`src/rtl/core_load_ctrl.sv`:
```
// Initiator-side load/unload sequencer for one sat_engine bin.
// Optional macro CORE_LOAD_SKIP_UNSAT_EN: an unsat result skips the clause writeback.
module core_load_ctrl #(
    parameter int NUM_CLAUSES      = 8,
    parameter int NUM_VARS         = 8,
    parameter int NUM_LVLS         = 8,
    parameter int WIDTH_BIN_ID     = 10,
    parameter int WIDTH_LVL        = 16,
    parameter int WIDTH_VAR_STATES = 19,
    parameter int WIDTH_LVL_STATES = 11
) (
    input  logic                                       clk,
    input  logic                                       rst,
    input  logic                                       start_i,
    input  logic [WIDTH_BIN_ID-1:0]                    bin_id_i,
    input  logic [WIDTH_LVL-1:0]                       load_lvl_i,
    input  logic [WIDTH_LVL-1:0]                       base_lvl_i,
    input  logic [WIDTH_VAR_STATES*NUM_VARS-1:0]       vars_states_i,
    input  logic [WIDTH_LVL_STATES*NUM_LVLS-1:0]       lvl_states_i,
    output logic                                       busy_o,
    output logic                                       done_o,
    output logic                                       sat_o,
    output logic                                       unsat_o,
    output logic [WIDTH_LVL-1:0]                       bkt_lvl_o,
    output logic                                       mem_rd_o,
    output logic                                       mem_wr_o,
    output logic [WIDTH_BIN_ID+$clog2(NUM_CLAUSES)-1:0] mem_addr_o,
    input  logic [2*NUM_VARS-1:0]                      mem_rdata_i,
    output logic [2*NUM_VARS-1:0]                      mem_wdata_o,
    output logic [NUM_CLAUSES-1:0]                     wr_carray_o,
    output logic [2*NUM_VARS-1:0]                      clause_o,
    output logic [NUM_VARS-1:0]                        wr_var_states_o,
    output logic [WIDTH_VAR_STATES*NUM_VARS-1:0]       vars_states_o,
    output logic [NUM_LVLS-1:0]                        wr_lvl_states_o,
    output logic [WIDTH_LVL_STATES*NUM_LVLS-1:0]       lvl_states_o,
    output logic                                       start_core_o,
    output logic [WIDTH_LVL-1:0]                       cur_bin_num_o,
    output logic [WIDTH_LVL-1:0]                       load_lvl_o,
    output logic                                       base_lvl_en_o,
    output logic [WIDTH_LVL-1:0]                       base_lvl_o,
    input  logic                                       done_core_i,
    input  logic                                       sat_i,
    input  logic                                       unsat_i,
    input  logic [WIDTH_LVL-1:0]                       bkt_lvl_i,
    output logic [NUM_CLAUSES-1:0]                     rd_carray_o,
    input  logic [2*NUM_VARS-1:0]                      clause_i,
    output logic [2:0]                                 state_o
);
    localparam int RW = $clog2(NUM_CLAUSES);

    typedef enum logic [2:0] {
        IDLE, LOAD_C, LOAD_VS, LOAD_LS, START, RUN, UNLOAD, FINISH
    } state_t;

    state_t                  state, state_nx;
    logic [RW-1:0]           row;
    logic                    tail;
    logic [WIDTH_BIN_ID-1:0] bin;
    logic [WIDTH_LVL-1:0]    load_lvl, base_lvl, bkt_lvl;
    logic                    sat, unsat;
    logic [RW-1:0]           prev_row;
    logic                    prev_vld;
    logic                    skip_unload;

    // The second half of each row transfer trails the first by one cycle;
    // tail marks the extra cycle after the last row was issued.
    assign prev_row = tail ? row : row - RW'(1);
    assign prev_vld = tail || (row != '0);

`ifdef CORE_LOAD_SKIP_UNSAT_EN
    assign skip_unload = unsat_i;
`else
    assign skip_unload = 1'b0;
`endif

    always_ff @(posedge clk or negedge rst) begin
        if (!rst) begin
            state    <= IDLE;
            row      <= '0;
            tail     <= 1'b0;
            bin      <= '0;
            load_lvl <= '0;
            base_lvl <= '0;
            bkt_lvl  <= '0;
            sat      <= 1'b0;
            unsat    <= 1'b0;
        end else begin
            state <= state_nx;
            case (state)
                IDLE: begin
                    if (start_i) begin
                        bin      <= bin_id_i;
                        load_lvl <= load_lvl_i;
                        base_lvl <= base_lvl_i;
                        sat      <= 1'b0;
                        unsat    <= 1'b0;
                        bkt_lvl  <= '0;
                    end
                end
                LOAD_C, UNLOAD: begin
                    if (tail) begin
                        tail <= 1'b0;
                        row  <= '0;
                    end else if (row == RW'(NUM_CLAUSES - 1)) begin
                        tail <= 1'b1;
                    end else begin
                        row <= row + RW'(1);
                    end
                end
                RUN: begin
                    if (done_core_i) begin
                        sat     <= sat_i;
                        unsat   <= unsat_i;
                        bkt_lvl <= bkt_lvl_i;
                    end
                end
                default: ;
            endcase
        end
    end

    always_comb begin
        state_nx = state;
        case (state)
            IDLE:    if (start_i) state_nx = LOAD_C;
            LOAD_C:  if (tail) state_nx = LOAD_VS;
            LOAD_VS: state_nx = LOAD_LS;
            LOAD_LS: state_nx = START;
            START:   state_nx = RUN;
            RUN:     if (done_core_i) state_nx = skip_unload ? FINISH : UNLOAD;
            UNLOAD:  if (tail) state_nx = FINISH;
            FINISH:  state_nx = IDLE;
            default: state_nx = IDLE;
        endcase
    end

    always_comb begin
        mem_rd_o        = 1'b0;
        mem_wr_o        = 1'b0;
        mem_addr_o      = '0;
        mem_wdata_o     = '0;
        wr_carray_o     = '0;
        clause_o        = '0;
        wr_var_states_o = '0;
        vars_states_o   = '0;
        wr_lvl_states_o = '0;
        lvl_states_o    = '0;
        start_core_o    = 1'b0;
        base_lvl_en_o   = 1'b0;
        rd_carray_o     = '0;
        done_o          = 1'b0;
        case (state)
            LOAD_C: begin
                if (!tail) begin
                    mem_rd_o   = 1'b1;
                    mem_addr_o = {bin, row};
                end
                if (prev_vld) begin
                    wr_carray_o = NUM_CLAUSES'(1) << prev_row;
                    clause_o    = mem_rdata_i;
                end
            end
            LOAD_VS: begin
                wr_var_states_o = '1;
                vars_states_o   = vars_states_i;
            end
            LOAD_LS: begin
                wr_lvl_states_o = '1;
                lvl_states_o    = lvl_states_i;
            end
            START: begin
                start_core_o  = 1'b1;
                base_lvl_en_o = 1'b1;
            end
            UNLOAD: begin
                if (!tail) rd_carray_o = NUM_CLAUSES'(1) << row;
                if (prev_vld) begin
                    mem_wr_o    = 1'b1;
                    mem_addr_o  = {bin, prev_row};
                    mem_wdata_o = clause_i;
                end
            end
            FINISH: done_o = 1'b1;
            default: ;
        endcase
    end

    assign busy_o        = (state != IDLE);
    assign sat_o         = sat;
    assign unsat_o       = unsat;
    assign bkt_lvl_o     = bkt_lvl;
    assign cur_bin_num_o = WIDTH_LVL'(bin);
    assign load_lvl_o    = load_lvl;
    assign base_lvl_o    = base_lvl;
    assign state_o       = state;
endmodule

```
`config.mk`:
```
export PLATFORM = sky130hd
export DESIGN_NAME = core_load_ctrl
export DESIGN_NICKNAME = d
export VERILOG_FILES = /design/src/rtl/core_load_ctrl.sv
export SDC_FILE = /design/constraint.sdc
export NUM_CORES = 1
export LEC_CHECK = 0
export CAP_MARGIN = 20
export CORE_AREA = 2 2 282 284
export DETAILED_ROUTE_END_ITERATION = 6
export DIE_AREA = 0 0 284 286
export PLACE_DENSITY = 0.39
export SYNTH_ARGS = -nofsm -noshare
export SYNTH_HDL_FRONTEND = slang
export SYNTH_SLANG_ARGS = --single-unit
```
`constraint.sdc`:
```
create_clock -name clk -period 3.1 [get_ports clk]
set_input_delay 0.93 -clock clk [delete_from_list [all_inputs] [get_ports clk]]
set_output_delay 0.93 -clock clk [all_outputs]
set_load 0.02 [all_outputs]
```
# Yosys cells after proc, flatten, opt, wreduce, memory -nomap -nowiden

Index checks and enable logic that the tools add are counted.

Bits in registers: 67
Input bits: 336
Output and inout port bits: 392
Logic and storage cells: 75

Add/subtract/negate cells: 2
Eq/ne operators: 13
Shifts and indexed selects: 2
Multiplexer cells: 39
Reductions and logical operators: 10

Operator list:

| operator            | number |
|---|---|
| $mux 152            | 1 |
| $mux 16             | 6 |
| $mux 88             | 1 |
| $mux 8              | 6 |
| $pmux 16 s2         | 1 |
| $mux 13             | 2 |
| $pmux 13 s2         | 1 |
| $pmux 3 s8          | 1 |
| $mux 3              | 7 |
| $shl 1x3->8 const A | 2 |
| $eq 3x3->1 const B  | 5 |
| $mux 1              | 11 |
| $ne 2x2->1 const B  | 5 |
| $eq 3x2->1 const B  | 2 |
| $reduce_bool 3->1   | 2 |
| $pmux 1 s2          | 2 |
| $reduce_and 2->1    | 2 |
| $reduce_and 4->1    | 1 |
| $add 3x1->3 const B | 1 |
| $eq 3x1->1 const B  | 1 |
| $logic_not 3->1     | 1 |
| $reduce_and 3->1    | 1 |
| $sub 3x1->3 const B | 1 |
| $reduce_bool 2->1   | 1 |
| 2 further kinds     | 2 |

# Depth between registers and ports, before layout

Gate-level depths: netlist of run 1.

Depth in word-level cells: 5
Mapped depth: 7
Mapped depth without buffers: 5

# Worst setup path after synthesis of run 1

No wires, ideal clock.

Kind: reg-to-output
Start point: register state[2], in the netlist state_o[2]
End point: output mem_addr_o[10]
Arrival: 2162 ps
Required time: 2170 ps
Setup slack: 8 ps
Cell stages (with the launch flop): 5
Buffers on the path: 1
Cells stage by stage: dfrtp_1 -> buf_2 -> nor4b_1 -> a21oi_2 -> nor2b_1

Cells in the longest elaborated chain, start to end: 2
Elaborated cells between the ends (all ways): 3
Those cells by class: 2 x eq/ne; 1 x mux

Ends and longest elaborated chain:

| item                                     | line | text |
|---|---|---|
| start: declaration                       | 55   | `state_t state, state_nx;` |
| start signal: assignment                 | 88   | `state <= state_nx;` |
| $eq 3x3->1 or $eq 3x1->1 (tied branches) | 152  | `case (state)` |
| $pmux 13 s2 *                            | 152  |  |
| end: declaration                         | 27   | `output logic [WIDTH_BIN_ID+$clog2(NUM_CLAUSES)-1:0] mem_addr_o,` |

Every way passes the cells marked *; elsewhere a longest branch is shown, timed or not.

# Worst setup path in the final report of run 1

Start point: register row[1]
End point: output mem_addr_o[8]

Cells in the longest elaborated chain, start to end: 4

Ends and longest elaborated chain:

| item                     | line | text |
|---|---|---|
| start: declaration       | 56   | `logic [RW-1:0] row;` |
| start signal: assignment | 107  | `row <= row + RW'(1);` |
| $reduce_bool 3->1        | 68   | `assign prev_vld = tail \|\| (row != '0);` |
| $logic_or 1x1->1         | 68   |  |
| $mux 13                  | 177  | `if (prev_vld) begin` |
| $pmux 13 s2              | 152  |  |

No other way between the ends.

==> results of run 1 <==
## repair_timing
| action | in CTS | in global routing |
|---|---|---|
| gates cloned | 7 | 0 |
| pin swaps | 3 | 2 |
| setup buffers | 14 | 4 |
| setup endpoints to repair | 277 | 71 |
| endpoints found under the hold margin | 0 | 0 |
| gates resized for setup | 554 | 56 |
## sequential cells by signal, indices dropped and copies added (netlist names), 3 cells and up
| register | count |
|---|---|
| bkt_lvl_o | 16 |
| row | 3 |
| state_o | 3 |
| bin | 10 |
| base_lvl_o | 16 |
| load_lvl_o | 16 |
## worst max-delay path: stages (launching register included)
cell     delay (ps)
dfrtp_1         390
inv_2           110
ha_4            130
or3b_4          410
buf_6           140
a21oi_4         160
buf_12          140
buf_6           100
nor2b_1          40
buf_4           150
## cell type report
class / instances / share of cell area (%)
clock inverters: 4 / 0.354
clock buffers: 11 / 1.67
multi-input cells: 481 / 23.6
well taps: 1050 / 9.05
repair buffers: 789 / 53.4
diodes: 6 / 0.103
flip-flops and latches: 67 / 11.6
inverters: 10 / 0.259
## power breakdown
group | total [W] | switching (W) | internal (W)
clock | 0.00107 | 0.000426 | 0.000640
sequential | 0.00158 | 0.000282 | 0.00130
combinational | 0.00703 | 0.00356 | 0.00347
total | 0.00968 | 0.00427 | 0.00541
## layout by cell type (no fill, tap or decap), types with 3 or more instances in the layout
master,Yosys,routed
buf_16,0,3
bufbuf_16,0,5
nor2_1,8,8
and3_1,34,34
buf_2,7,44
clkbuf_16,0,9
dfrtp_2,0,3
buf_12,4,28
and2_1,247,243
clkbuf_2,2,15
inv_1,10,8
conb_1,1,6
nand2_1,45,45
nor3_1,4,3
dfrtp_1,67,64
clkdlybuf4s15_2,0,35
ha_1,8,7
nor2b_1,15,14
diode_2,0,6
and2_2,0,3
a32oi_1,5,5
buf_4,22,85
a21oi_1,4,4
clkdlybuf4s50_1,0,398
dlygate4sd2_1,0,114
o21ai_0,23,23
clkdlybuf4s15_1,0,58
mux2_4,40,40
## per-layer routing
layer  wire length (microns)  share of wire [%]  vias to the layer above
met1                   16900                 39                     3399
met3                    4090                9.5                       54
li1                        -                  -                     3463
met2                   21000                 49                      422
met5                     141               0.33                        -
met4                     882                2.1                       24
## path summary, 6_finish.rpt
check / end / slack (ps) / cells past startpoint
max in group asynchronous: load_lvl_o[4] / 1930 / 2
min in group asynchronous: load_lvl_o[11] / 520 / 1
worst max register to register: load_lvl_o[4] / 880 / 6
worst min-delay path: base_lvl_o[8] / 510 / 1
worst max-delay path: mem_addr_o[8] / 30 / 9
worst min register to register: base_lvl_o[8] / 510 / 1
## cells by family (layout without fill, tap and decap cells)
kind of cell | after synthesis | after routing | share of synthesized area (%)
AO/OA/AOI/OAI | 48 | 48 | 5.81
XOR/XNOR | 2 | 2 | 0.319
adder cells (fa/ha/maj) | 8 | 8 | 1.82
buffers and inverters | 84 | 814 | 8.91
flip-flops | 67 | 67 | 30.5
multiplexers | 44 | 44 | 11.7
other | 1 | 12 | 0.0683
AND/OR/NAND/NOR | 373 | 373 | 40.8
## metrics by stage
step	total power, W	util [%]
finish	0.00968	18.5
global route	0.0103	18.5
CTS	0.00984	18.5
detailed placement	0.00857	18.0
global placement	0.00857	18.0
floorplan	0.00500	-
==> impl_metrics.json, run 1 <==
{
  "grt_use_total_pct": 10.0,
  "drt_pre_antenna_iters": 4,
  "seq_area_frac_synth_pct": 30.5,
  "final_nets": 1702,
  "cts_sinks": 67,
  "synth-main-ff-cell": "dfrtp_1",
  "hold_path_class": "flip-flop to flip-flop",
  "synthArstFlopShare_pct": 100,
  "drive_above_1_share_pct": 21.9,
  "clock_latency_ps": 360,
  "placedInstanceArea_sq_um": 14100,
  "fin_cells": 2418,
  "core_area_sq_um": 78400,
  "dieArea_sq_um": 81200,
  "fp-row-count": 103,
  "die_h_microns": 286,
  "root_buffer": "clkbuf_16",
  "place_hpwl_microns": 35300,
  "synth_cells": 627,
  "grt_max_degree": 41,
  "antenna_found_initial": 18,
  "use_met3_pct": 4.10,
  "finalSetupViolCount": 0,
  "grt_pass1_wl_microns": 58800,
  "met1_usage_pct": 11.4,
  "ant_nets": 0,
  "setup_slack_ps": 31.2,
  "hold_buffers": 0,
  "end_kind": "output pin",
  "synth_area_sq_um": 5490,
  "via_count": 7362,
  "start_kind": "flip-flop",
  "leakagePower_nw": 6.59,
  "htreeDepth": 3,
  "grt_pass1_vias": 7742,
  "path_clk_slew_ps": 70,
  "power_density_nw_per_um2": 667,
  "wl_per_cell_microns": 17.8,
  "grt-busiest-layer": "met2",
  "arrival_ps": 2140,
  "dp.cells": 2372,
  "totalWireLength_microns": 43000,
  "peakVddDrop_uv": 283,
  "drc": 0,
  "multiInputGateArea_sq_um": 3420,
  "yosys_warnings": 0,
  "synth-edff-count": 0,
  "synth.most_common_cell": "and2_1",
  "seqCellArea_sq_um": 1680,
  "synthTopCellsByArea": "dfrtp_1 (31%), and2_1 (28%), mux2_4 (11%)",
  "hold_start": "base_lvl_o[8]",
  "fin_crit_sh_pct": 99.0,
  "synth-seq-cells": 67,
  "r2r_start": "state_o[1]",
  "drtIter0Drc": 168,
  "cts_tree": "yes",
  "synth_top_area_share_pct": 30.5,
  "syn_avg_cell_area_sq_um": 8.76,
  "num_io_pins": 728,
  "nFillCells": 8861,
  "grt-ovfl-total": 0,
  "pre_cts_ws_ps": -148,
  "routed_via_density": 3.04,
  "synth_cell_types": 54,
  "fin_setup_tns_ps": 0,
  "io_buffers": 721,
  "die_x_microns": 284,
  "path_max_fanout": 8,
  "worstPathRequired_ps": 2170,
  "status": "completed",
  "startpoint": "row[1]",
  "period_minus_slack_ps": 3070,
  "crit_type": "flip-flop to output pin",
  "syn_to_final_growth_pct": 164,
  "rsz0062_at_grt": "true",
  "start_util_pct": 7.01,
  "yosys-top-cells-count": "and2_1 (247), dfrtp_1 (67), nand2_1 (45)",
  "routabilityCongestion": 0.863,
  "maxCapViolCount": 0,
  "synth.largest_area_cell": "dfrtp_1",
  "hold_violations": 0,
  "clockBufferDepth": 2,
  "grtUsageMet2_pct": 17.3,
  "stdcell_area_sq_um": 14500,
  "timing.fmax_mhz": 326,
  "fin_skew_ps": 15.5,
  "cts_made_buffers": 9,
  "slew_violations": 0,
  "hold-worst-slack_ps": 508
}
Note: power is estimated with default switching activity, not from simulation.
==> inputs of run 2 (changes only) <==
GPL_TIMING_DRIVEN = 0   (was default)
==> run 2 against run 1 <==
  * The flow now finishes with violations (negative setup slack)
  * Sequential share of layout area shrank 0.086 points
  * Clock skew shrank 5.8 ps
  * First-iteration DRC count grew 88%
  * Sequential cell count is the same
  * Worst hold slack lost 89 ps
==> impl_metrics.json, run 2 (same netlist as run 1, synthesis figures left out) <==
{
  "status": "finished with violations",
  "violations": "negative setup slack",
  "totalWireLength_microns": 43500,
  "drt_pre_antenna_iters": 4,
  "drive_above_1_share_pct": 32.0,
  "grt_use_total_pct": 10.1,
  "grt_pass1_wl_microns": 59700,
  "wl_per_cell_microns": 17.8,
  "grt_pass1_vias": 7971,
  "root_buffer": "clkbuf_16",
  "hold-worst-slack_ps": 419,
  "antenna_found_initial": 20,
  "r2r_start": "row[1]",
  "core_area_sq_um": 78400,
  "place_hpwl_microns": 37200,
  "fp-row-count": 103,
  "relSlewSlack_pct": 54.6,
  "path_clk_slew_ps": 60,
  "io_buffers": 721,
  "critPathBufInv": 5,
  "path_max_fanout": 5,
  "startpoint": "row[1]",
  "crit_type": "flip-flop to output pin",
  "routabilityCongestion": 0.906,
  "clockBufferDepth": 2,
  "worstPathRequired_ps": 2170,
  "ff2ff_path_depth": 5,
  "power_density_nw_per_um2": 691,
  "setup_slack_ps": -35.8,
  "die_x_microns": 284,
  "cts_sinks": 67,
  "crit_cells": 9,
  "fin_skew_ps": 9.71,
  "start_util_pct": 7.01,
  "cts_made_buffers": 9,
  "num_io_pins": 728,
  "grt_max_degree": 56,
  "die_h_microns": 286,
  "most-common-layout-cells": "clkdlybuf4s50_1 (398), and2_1 (235), buf_2 (103)",
  "final_util_pct": 18.7,
  "dp.cells": 2404,
  "fin_crit_sh_pct": 101,
  "routed_via_density": 3.09,
  "syn_to_final_growth_pct": 166,
  "final_common_cell": "clkdlybuf4s50_1",
  "leakagePower_nw": 6.61,
  "power_w": 0.0101,
  "clock_latency_ps": 350,
  "drtIter0Drc": 316,
  "end_kind": "output pin",
  "crit_family": "buffers and inverters",
  "via_count": 7547,
  "rsz0062_at_grt": "true",
  "slowest_stage": "dfrtp_2",
  "tightest_slew_ps": 677,
  "start_kind": "flip-flop",
  "final_nets": 1732,
  "ant_nets": 0,
  "peakVddDrop_uv": 263,
  "grt-ovfl-total": 0,
  "cts_tree": "yes",
  "crit_chain": "inv_8 -> ha_4 -> or3b_4 -> buf_6 -> a21oi_4 -> buf_12 -> buf_16 -> nor2b_1 -> buf_4",
  "dieArea_sq_um": 81200,
  "htreeDepth": 3,
  "drc": 0,
  "hold_path_class": "primary input to asynchronous set/reset pin",
  "finalSetupViolCount": 8,
  "timing.fmax_mhz": 319,
  "fin_cells": 2446,
  "pre_cts_ws_ps": -801,
  "hold_violations": 0,
  "period_minus_slack_ps": 3140,
  "arrival_ps": 2210,
  "maxCapViolCount": 0,
  "hold_buffers": 0,
  "critical_path.max_stage_delay_ps": 460,
  "slew_violations": 0
}
[run 2: worst paths after layout]
| check | end | slack, ps |
|---|---|---|
| min in group clk | base_lvl_o[4] | 510 |
| max | mem_addr_o[10] | -40 |
| min | bin[4] | 420 |
| max reg2reg | row[0] | 1040 |
| max in group asynchronous | bkt_lvl_o[10] | 2100 |
| min reg2reg | base_lvl_o[4] | 510 |
[run 2: cell type report]
type,count,area [sq um]
Fill cell,8915,63700
Buffer,71,632
Tap cell,1050,1310
Antenna cell,3,7.51
Inverter,10,47.5
Multi-Input combinational cell,481,3620
Clock inverter,4,72.6
Sequential cell,67,1680
Clock buffer,12,256
Timing Repair Buffer,748,6980
[run 2: report_power, final]
| group | total [W] | internal (W) | switching [W] |
|---|---|---|---|
| registers | 0.00158 | 0.00130 | 0.000276 |
| clock network | 0.00118 | 0.000748 | 0.000434 |
| logic | 0.00735 | 0.00357 | 0.00377 |
[run 2: worst register-to-register path, stage by stage, from the launching register on]
cell and delay, ps:
dfrtp_2 440, buf_4 160, ha_1 410, nand3b_1 300
a32o_1 350, a221oi_1 310
[run 2: timing repair]
| action | CTS | global route |
|---|---|---|
| endpoints found under the setup margin | 322 | 228 |
| pin swaps | 8 | 4 |
| buffers inserted | 17 | 5 |
| gates cloned | 5 | 0 |
| resized for setup | 1139 | 91 |
| hold endpoints to repair | 0 | 0 |
[run 2: per-stage QoR]
step | instance area, sq um | TNS [ps]
global route | 14600 | -1020
global placement | 14000 | -253760
detailed placement | 14100 | -147290
CTS | 14500 | -1830
floorplan | 5510 | 0
finish | 14600 | -122
[run 2: layer usage]
metal | track usage (%) | part of all wire [%] | up-vias
li1 | - | - | 3531
met1 | 11.3 | 38 | 3506
met2 | 17.4 | 49 | 414
met3 | 4.55 | 10 | 68
met4 | 3.05 | 2.7 | 28
met5 | 0 | 0.40 | -
==> inputs of run 3 (changes only) <==
CAP_MARGIN = default   (was 20)
SKIP_LAST_GASP = 1   (was default)
==> run 3 against run 2 <==
  * The run still ends with negative setup slack left
  * Die area unchanged
  * Non-clock buffer count stayed put
  * Critical path depth unchanged
  * Wire length is 0.11% lower
  * Critical path type unchanged
  * Largest cell class unchanged
==> impl_metrics.json, run 3 (same netlist as run 1, synthesis figures left out) <==
{
  "hold-worst-slack_ps": 418,
  "cts_sinks": 67,
  "cts_made_buffers": 9,
  "via_count": 7517,
  "leakagePower_nw": 6.58,
  "die_h_microns": 286,
  "p_switching_w": 0.00443,
  "finalSetupViolCount": 10,
  "start_util_pct": 7.01,
  "clockBufferDepth": 2,
  "final_common_cell": "clkdlybuf4s50_1",
  "start_kind": "flip-flop",
  "most-common-layout-cells": "clkdlybuf4s50_1 (398), and2_1 (235), buf_2 (80), clkdlybuf4s15_2 (80), dlygate4sd2_1 (79)",
  "r2r_start": "row[1]",
  "hold_path_class": "primary input to asynchronous set/reset pin",
  "grt_pass1_vias": 7976,
  "die_x_microns": 284,
  "path_max_fanout": 5,
  "routed_via_density": 3.07,
  "io_buffers": 721,
  "power_w": 0.0100,
  "p_seq_share_pct": 15.7,
  "drive_above_1_share_pct": 31.0,
  "power_density_nw_per_um2": 682,
  "cts_tree": "yes",
  "maxCapViolCount": 0,
  "status": "finished with violations",
  "syn_to_final_growth_pct": 167,
  "p_int_w": 0.00558,
  "fin_crit_sh_pct": 102,
  "final_nets": 1732,
  "antenna_found_initial": 20,
  "ff2ff_path_depth": 5,
  "wl_per_cell_microns": 17.7,
  "routabilityCongestion": 0.906,
  "grt_pass1_wl_microns": 59600,
  "timing.rr.end": "row[0]",
  "fp-row-count": 103,
  "timing.fmax_mhz": 318,
  "dieArea_sq_um": 81200,
  "grt_max_degree": 56,
  "grt_use_total_pct": 10.1,
  "fin_skew_ps": 9.98,
  "totalWireLength_microns": 43400,
  "relSlewSlack_pct": 56.4,
  "rsz0062_at_grt": "true",
  "swShare_pct": 44.2,
  "peakVddDrop_uv": 263,
  "crit_type": "flip-flop to output pin",
  "end_kind": "output pin",
  "drtIter0Drc": 262,
  "clockPowerShare_pct": 11.8,
  "clock_latency_ps": 350,
  "violations": "negative setup slack",
  "path_clk_slew_ps": 70,
  "arrival_ps": 2220,
  "grt-ovfl-total": 0,
  "htreeDepth": 3,
  "hold_violations": 0,
  "core_area_sq_um": 78400,
  "root_buffer": "clkbuf_16",
  "place_hpwl_microns": 37200,
  "setup_slack_ps": -48.4,
  "period_minus_slack_ps": 3150,
  "power_frac_comb_pct": 72.5,
  "tightest_slew_ps": 651,
  "num_io_pins": 728,
  "ant_nets": 0,
  "r2r_setup_slack_ps": 1030,
  "drc": 0,
  "slew_violations": 0,
  "worstPathRequired_ps": 2170,
  "startpoint": "row[1]",
  "drt_pre_antenna_iters": 5
}
==> run 3: cell count changes in the layout (fill, tap and decap cells not counted), sizes merged <==
cell and change:
buf -29, clkbuf +2, clkdlybuf4s15 +20, clkdlybuf4s18 +4, dlygate4sd2 +1, dlymetal6s2s +2
==> run 3: cell type report <==
type                       count  area (sq um)
fill                        8919         63700
timing repair buffer         748          7120
multi-input combinational    481          3560
sequential                    67          1680
tap                         1050          1310
buffer                        71           623
clock buffer                  12           256
clock inverter                 4          72.6
inverter                      10          47.5
antenna                        3          7.51
==> run 3: worst max-delay path, stage by stage, from the launching register on <==
cell and delay (ps):
dfrtp_2 460, inv_8 80, ha_4 130, or3b_4 420, buf_6 140, a21oi_4 160
buf_12 140, buf_16 120, nor2b_1 60, buf_2 160
==> run 3: how the worst max path moves through the flow <==
stage | cells after the start | to
2_1_floorplan | 4 | mem_addr_o[10]
3_3_place_gp | 1 | sat_o
3_5_place_dp | 8 | wr_carray_o[3]
4_1_cts | 6 | wr_carray_o[3]
5_1_grt | 6 | wr_carray_o[0]
6_report | 9 | mem_addr_o[9]
==> run 3: metal layers <==
layer	share of wire, %	track usage, %	vias to the layer above
met1	38	11.2	3479
met4	2.6	3.01	28
met5	0.40	0	-
met2	49	17.4	419
met3	10	4.50	64
li1	-	-	3527
==> run 3: timing repair <==
item                                    in CTS  in global routing
cloned                                       5                  0
pin swaps                                    4                  3
endpoints found under the setup margin     322                236
buffers inserted                            17                  5
resized for setup                         1084                 95
hold buffers                                 0                  0
==> run 3: power groups by stage <==
stage,combinational (W),sequential [W],clock (W)
finish,0.00726,0.00157,0.00118
global route,0.00772,0.00164,0.00128
CTS,0.00725,0.00157,0.00125
detailed placement,0.00692,0.00158,0
global placement,0.00693,0.00157,0
floorplan,0.00298,0.00202,0
==> run 3: stage by stage <==
step / utilization, % / setup slack, ps / cell area [sq um] / instances / setup TNS (ps)
after CTS: 18.7 / -194 / 14700 / 2440 / -4460
after global routing: 18.7 / -145 / 14700 / 2445 / -1580
after floorplan: - / 8.29 / 5510 / 632 / 0
after global placement: 17.9 / -1710 / 14000 / 2403 / -253760
final: 18.7 / -48.4 / 14700 / 2446 / -274
after detailed placement: 18.0 / -801 / 14100 / 2404 / -147290
